[config.mk]
export PLATFORM = sky130hd
export DESIGN_NAME = sdram_probe_clear
export DESIGN_NICKNAME = d
export VERILOG_FILES = /design/src/rtl/sdram_probe_clear.sv
export SDC_FILE = /design/constraint.sdc
export NUM_CORES = 1
export LEC_CHECK = 0
export ABC_AREA = 1
export CORE_MARGIN = 3
export CORE_UTILIZATION = 55
export DETAILED_ROUTE_END_ITERATION = 10
export MAX_ROUTING_LAYER = met4
export PLACE_DENSITY_LB_ADDON = 0.1
export SYNTH_ARGS = -nofsm -noshare
export SYNTH_HDL_FRONTEND = slang
export SYNTH_SLANG_ARGS = --single-unit
[constraint.sdc]
create_clock -name clk_sys -period 5.2 [get_ports clk_sys]
set_clock_uncertainty 0.05 [all_clocks]
set_input_delay 0.78 -clock clk_sys [delete_from_list [all_inputs] [get_ports clk_sys]]
set_output_delay 0.78 -clock clk_sys [all_outputs]
set_load 0.03 [all_outputs]
[src/rtl/sdram_probe_clear.sv]
// Power-up SDRAM sequencer: sizes the module with aliasing marker writes/reads, publishes the
// result on cfg, then zero-fills the detected range with throttled single-word writes.
module sdram_probe_clear #(
  parameter int unsigned CLR_GAP  = 32,
  parameter int unsigned CLR_STEP = 2,
  parameter int unsigned TIMEOUT  = 65535
) (
  input  logic        clk_sys,
  input  logic        reset_n,
  input  logic        start,
  input  logic        mem_ready,
  input  logic [15:0] mem_dout,
  output logic [26:0] mem_addr,
  output logic [15:0] mem_din,
  output logic        mem_we,
  output logic        mem_rd,
  output logic [15:0] cfg,
  output logic        busy,
  output logic        clear_done,
  output logic        err
);
  typedef enum logic [2:0] {
    S_IDLE, S_WAIT_RDY, S_P_WR, S_P_RD, S_RD_WAIT, S_GAP, S_CLEAR, S_DONE
  } state_t;

  localparam logic [27:0] STEP28 = CLR_STEP[27:0];

  state_t      r_state, w_state_n, r_ret, w_ret_n;
  logic [1:0]  r_idx, w_idx_n;
  logic [27:0] r_cnt, w_cnt_n, w_end;
  logic [31:0] r_gap, w_gap_n, r_to, w_to_n;
  logic [2:0]  r_size, w_size_n;
  logic        r_probed, w_probed_n, r_clr_done, w_clr_done_n, r_err, w_err_n, r_live;
  logic [26:0] w_mk_addr;
  logic [15:0] w_mk_data;
  logic        w_timeout;

  always_comb begin
    w_mk_addr = '0;
    w_mk_data = '0;
    case (r_idx)
      2'd0: begin w_mk_addr = 27'h4000000; w_mk_data = 16'd3128;  end
      2'd1: begin w_mk_addr = 27'h2000000; w_mk_data = 16'd2064;  end
      2'd2: begin w_mk_addr = 27'h0000000; w_mk_data = 16'd1032;  end
      default: begin w_mk_addr = 27'h1000000; w_mk_data = 16'd12345; end
    endcase
  end

  always_comb begin
    if (r_size[2])      w_end = 28'h8000000;
    else if (r_size[1]) w_end = 28'h4000000;
    else                w_end = 28'h2000000;
  end

  assign w_timeout  = !mem_ready && (r_to >= TIMEOUT - 32'd1);
  assign cfg        = {r_probed, 12'd0, r_size};
  assign busy       = r_live && (r_state != S_IDLE) && (r_state != S_DONE);
  assign clear_done = r_clr_done;
  assign err        = r_err;

  always_ff @(posedge clk_sys or negedge reset_n) begin
    if (!reset_n) begin
      r_state    <= S_WAIT_RDY;
      r_ret      <= S_IDLE;
      r_idx      <= '0;
      r_cnt      <= '0;
      r_gap      <= '0;
      r_to       <= '0;
      r_size     <= '0;
      r_probed   <= 1'b0;
      r_clr_done <= 1'b0;
      r_err      <= 1'b0;
      r_live     <= 1'b0;
    end else begin
      r_state    <= w_state_n;
      r_ret      <= w_ret_n;
      r_idx      <= w_idx_n;
      r_cnt      <= w_cnt_n;
      r_gap      <= w_gap_n;
      r_to       <= w_to_n;
      r_size     <= w_size_n;
      r_probed   <= w_probed_n;
      r_clr_done <= w_clr_done_n;
      r_err      <= w_err_n;
      r_live     <= 1'b1;
    end
  end

  always_comb begin
    w_state_n    = r_state;
    w_ret_n      = r_ret;
    w_idx_n      = r_idx;
    w_cnt_n      = r_cnt;
    w_gap_n      = (r_gap >= CLR_GAP) ? r_gap : r_gap + 32'd1;
    w_to_n       = mem_ready ? r_to : r_to + 32'd1;
    w_size_n     = r_size;
    w_probed_n   = r_probed;
    w_clr_done_n = r_clr_done;
    w_err_n      = r_err;
    mem_addr     = '0;
    mem_din      = '0;
    mem_we       = 1'b0;
    mem_rd       = 1'b0;

    case (r_state)
      S_IDLE, S_DONE: begin
        if (r_state == S_DONE) w_state_n = S_IDLE;
        if (start) begin
          w_state_n    = S_WAIT_RDY;
          w_size_n     = '0;
          w_probed_n   = 1'b0;
          w_clr_done_n = 1'b0;
          w_err_n      = 1'b0;
        end
      end
      S_WAIT_RDY: begin
        if (mem_ready) begin
          w_state_n = S_P_WR;
          w_idx_n   = 2'd0;
        end
      end
      S_P_WR: begin
        mem_addr = w_mk_addr;
        mem_din  = w_mk_data;
        if (mem_ready) begin
          mem_we    = 1'b1;
          w_state_n = S_GAP;
          w_ret_n   = (r_idx == 2'd3) ? S_P_RD : S_P_WR;
          w_idx_n   = r_idx + 2'd1;
        end
      end
      S_P_RD: begin
        mem_addr = w_mk_addr;
        if (mem_ready) begin
          mem_rd    = 1'b1;
          w_state_n = S_GAP;
          w_ret_n   = S_RD_WAIT;
        end
      end
      S_RD_WAIT: begin
        if (mem_ready) begin
          w_size_n[2'd2 - r_idx] = (mem_dout == w_mk_data);
          if (r_idx == 2'd2) begin
            w_probed_n = 1'b1;
            if (w_size_n == 3'b000) begin
              w_err_n   = 1'b1;
              w_state_n = S_DONE;
            end else begin
              w_state_n = S_CLEAR;
              w_cnt_n   = '0;
              w_gap_n   = CLR_GAP;
            end
          end else begin
            w_idx_n   = r_idx + 2'd1;
            w_state_n = S_P_RD;
          end
        end
      end
      S_GAP: w_state_n = r_ret;
      S_CLEAR: begin
        mem_addr = r_cnt[26:0];
        // r_gap counts cycles since the previous clear write; a late ready only postpones it
        if (mem_ready && (r_gap >= CLR_GAP - 32'd1)) begin
          mem_we  = 1'b1;
          w_gap_n = '0;
          w_cnt_n = r_cnt + STEP28;
          if (r_cnt + STEP28 == w_end) begin
            w_clr_done_n = 1'b1;
            w_state_n    = S_DONE;
          end else begin
            w_state_n = S_GAP;
            w_ret_n   = S_CLEAR;
          end
        end
      end
      default: w_state_n = S_WAIT_RDY;
    endcase

    if ((r_state == S_WAIT_RDY || r_state == S_P_WR || r_state == S_P_RD ||
         r_state == S_RD_WAIT || r_state == S_CLEAR) && w_timeout) begin
      w_err_n    = 1'b1;
      w_probed_n = 1'b1;
      w_state_n  = S_DONE;
    end

    if (w_state_n != r_state || mem_we || mem_rd) w_to_n = '0;
  end
endmodule

==> results by group <==
Clock tree
  – CTS Hold Bufs: 0
  – Post-CTS Setup Inserts: 0
  – Worst skew pair latency: 0.35 ns
  – Clk slew on worst S/H paths: 0.07 ns
  – Post-CTS sizing: 0
  – H-tree levels: 3
  – CTS tree: built
  – Clk buf depth: 2
  – TritonCTS Sinks: 106
  – CTS Buf Count: 9
  – CTS root buf: clkbuf_16

Detailed routing
  – Post-DRT Antenna Nets: 0
  – Initial drt markers: 467
  – Routed WL: 14.8 mm
  – Vias per std cell: 5.08
  – Vias: 5737
  – DRC: 0
  – Drt wl/cell: 13.1 µm
  – First-pass DRT Iterations: 5

Die
  – Die Span X: 115 µm
  – Initial core utilization: 0.567
  – Core box area: 0.0115 mm²
  – Die area: 0.0132 mm²
  – Ports: 84
  – Die H: 115 µm
  – Row count: 39

STA
  – Final Cycle Share: 0.736
  – Period minus WS final: 3.83 ns
  – Unrepaired setup endpoints after global routing: false
  – Max Clk Rate: 261 MHz
  – Hold Fails Final Rpt: 0
  – WHS: 0.437 ns
  – # setup viols final: 0
  – Final Max Slew Viols: 0
  – Max_slew headroom: 0.296
  – Setup TNS: 0 ns
  – Measured slew at the worst slew-check pin: 1.05 ns

Setup path
  – CP most frequent cell: inv_1
  – Max incr delay on CP: 0.59 ns
  – CP cell instances: inv_1 -> nand4_1 -> nor2_1 -> nand2_1 -> nor2_2 -> o21ai_0 -> nand3_2 -> buf_4 -> inv_2 -> a21oi_1 -> inv_1 -> clkdlybuf4s50_1
  – Worst path arrival time: 3.00 ns
  – CP max stage cell: clkdlybuf4s50_1
  – CP Buf/Inv Count: 5
  – CP Launch Type: flop
  – WP data required: 4.37 ns
  – Top delay family on crit path: buffers and inverters
  – Worst-path maximum fanout: 18
  – Setup Crit Path Kind: reg -> out
  – Critical Path End Type: primary output

Synth
  – Synthesized instance count: 926
  – Synth top area share: 0.403
  – FF+latch count, synth: 106
  – Xor/xnor share of the synthesized area: 0.0403
  – Post-synthesis simple-gate area fraction: 0.345
  – Main combinational cell family by area after synthesis: simple AND/OR/NAND/NOR gates
  – Distinct cells, synth: 41
  – Complex-gate fraction of the synthesized area: 0.0615
  – Primary FF master, synth: dfrtp_1
  – Ys async rst share: 1.00
  – Mean Syn Cell Area: 7.05 µm²
  – Post-Synth Adder-Cell Area: 0.0230
  – Synth Cell Area: 0.00653 mm²
  – Top post-synthesis cells by area: dfrtp_1 40%, nand2_1 13%, nor2_1 10%, inv_1 7.8%, nand3_1 3.5%
  – Number of synthesis warnings: 0
  – Cell taking the most area after synthesis: dfrtp_1
  – Post-synth EDFFs: 0
  – Seq/Total Area, Yosys: 0.407
  – Multiplexer share of the synthesized area: 0

Place
  – Post-DP HPWL: 10.9 mm
  – PortBufs: 62
  – GPL Wtd Cong: 0.968

Run status
  – Status: finished, final reports clean

Global route
  – Vias in the first global route: 5513
  – Total global-route track usage: 0.245
  – Initial antenna violation count: 0
  – Global-route wire length before repair: 25.5 mm
  – Largest net degree at the start of global routing: 76
  – Overflow after GRT: 0

Final layout
  – Area Growth Syn to Fin: 14.2%
  – Final-layout fill cell count: 1051
  – Area of the multi-input gates: 0.00315 mm²
  – Share of layout cells above drive strength 1: 0.0669
  – Antenna Cells: 0
  – Nets@finish: 1014
  – Storage element area: 0.00265 mm²
  – Most frequent cells in the layout: 223 x nand2_1, 177 x nor2_1, 135 x inv_1
  – Commonest non-fill, non-tap cell in the layout: nand2_1

Min path
  – Hold Path Class: reg -> reg

Power
  – P_leak: 0.00352 µW
  – Pwr Density: 499 mW/mm²
  – Peak supply drop: 322 µV

Run
  – Max-cap check violation count: 0
[final cells by class]
class	instances	share of cell area
Clock buffer	9	0.0302
Clock inverter	6	0.00974
Tap cell	143	0.0240
Inverter	142	0.0715
Timing Repair Buffer	65	0.0859
Multi-Input combinational cell	658	0.423
Sequential cell	106	0.356
[through the flow]
stage	area, µm²	setup slack [ns]	total power (µW)	std cells	util
3_5_place_dp	7160	1.52	3020	1114	0.621
5_1_grt	7450	1.13	4030	1129	0.647
2_1_floorplan	6600	2.67	2570	946	-
6_report	7450	1.37	3720	1129	0.647
3_3_place_gp	7160	1.54	3000	1114	0.621
4_1_cts	7450	1.37	3730	1129	0.647
[cell families after synthesis]
logic type	Yosys count
other cells	2
buf+inv	182
flops	106
xor+xnor	30
simple gates	524
fa+ha+maj	12
compound gates	70
[power by group]
part | leakage [µW] | internal (µW) | switching (µW) | total, µW
registers | 0.00139 | 1080 | 206 | 1280
clock network | 0.000149 | 379 | 320 | 698
logic | 0.00198 | 564 | 1180 | 1740
[registers in the layout, indices dropped and copies added (netlist names)]
| register | count |
|---|---|
| r_gap | 32 |
| r_to | 32 |
| r_cnt | 27 |
| r_ret | 3 |
| r_size | 3 |
| r_state | 3 |
| r_idx | 2 |
| clear_done | 1 |
| err | 1 |
| r_live | 1 |
| r_probed | 1 |
[final timing paths]
| check | from | end | slack [ns] | cells past startpoint |
|---|---|---|---|---|
| min in group asynchronous | reset_n | r_cnt[7]$_DFFE_PN0P_ | 0.51 | 1 |
| worst min-delay path | r_ret[0]$_DFFE_PN0P_ | r_ret[0]$_DFFE_PN0P_ | 0.44 | 2 |
| max in group asynchronous | reset_n | r_state[0]$_DFF_PN1_ | 3.60 | 2 |
| worst max register to register | r_idx[0]$_DFFE_PN0P_ | r_cnt[10]$_DFFE_PN0P_ | 1.98 | 17 |
| worst max-delay path | r_gap[29]$_DFF_PN0_ | mem_we | 1.37 | 12 |
| worst min register to register | r_ret[0]$_DFFE_PN0P_ | r_ret[0]$_DFFE_PN0P_ | 0.44 | 2 |
[worst register-to-register path, cell delays in order (launching register included)]
cell and delay [ns]:
dfrtp_1 0.42, inv_1 0.18, ha_1 0.32, inv_1 0.12, nand2_1 0.07, nand2_1 0.04
nor2_1 0.14, nand2_1 0.07, nor2_1 0.10, nand2_1 0.07, nand2_1 0.06, nand2_1 0.06
nand3_1 0.14, nand2_1 0.06, inv_1 0.07, nand2_1 0.08, nand2_2 0.77, o21ai_0 0.22
[routing by layer]
layer / up-vias / share of wire / global-route usage
li1: 2921 / - / -
met1: 2633 / 0.49 / 0.338
met2: 165 / 0.44 / 0.369
met3: 18 / 0.058 / 0.0558
met4: 0 / 0.012 / 0.0618
met5: - / 0 / -
[Yosys cell counts (all sizes together) (3+ instances only)]
master and number:
nand2 227, nor3 10, ha 12, o22ai 18, a21oi 12, xor2 24
o21ai 33, inv 140, buf 32, nor4 3, clkbuf 8, xnor2 6
nand3 50, dfrtp 105, nand3b 4, nand4 19, nor2 207
No activity file was read; power rests on OpenSTA's default activity.
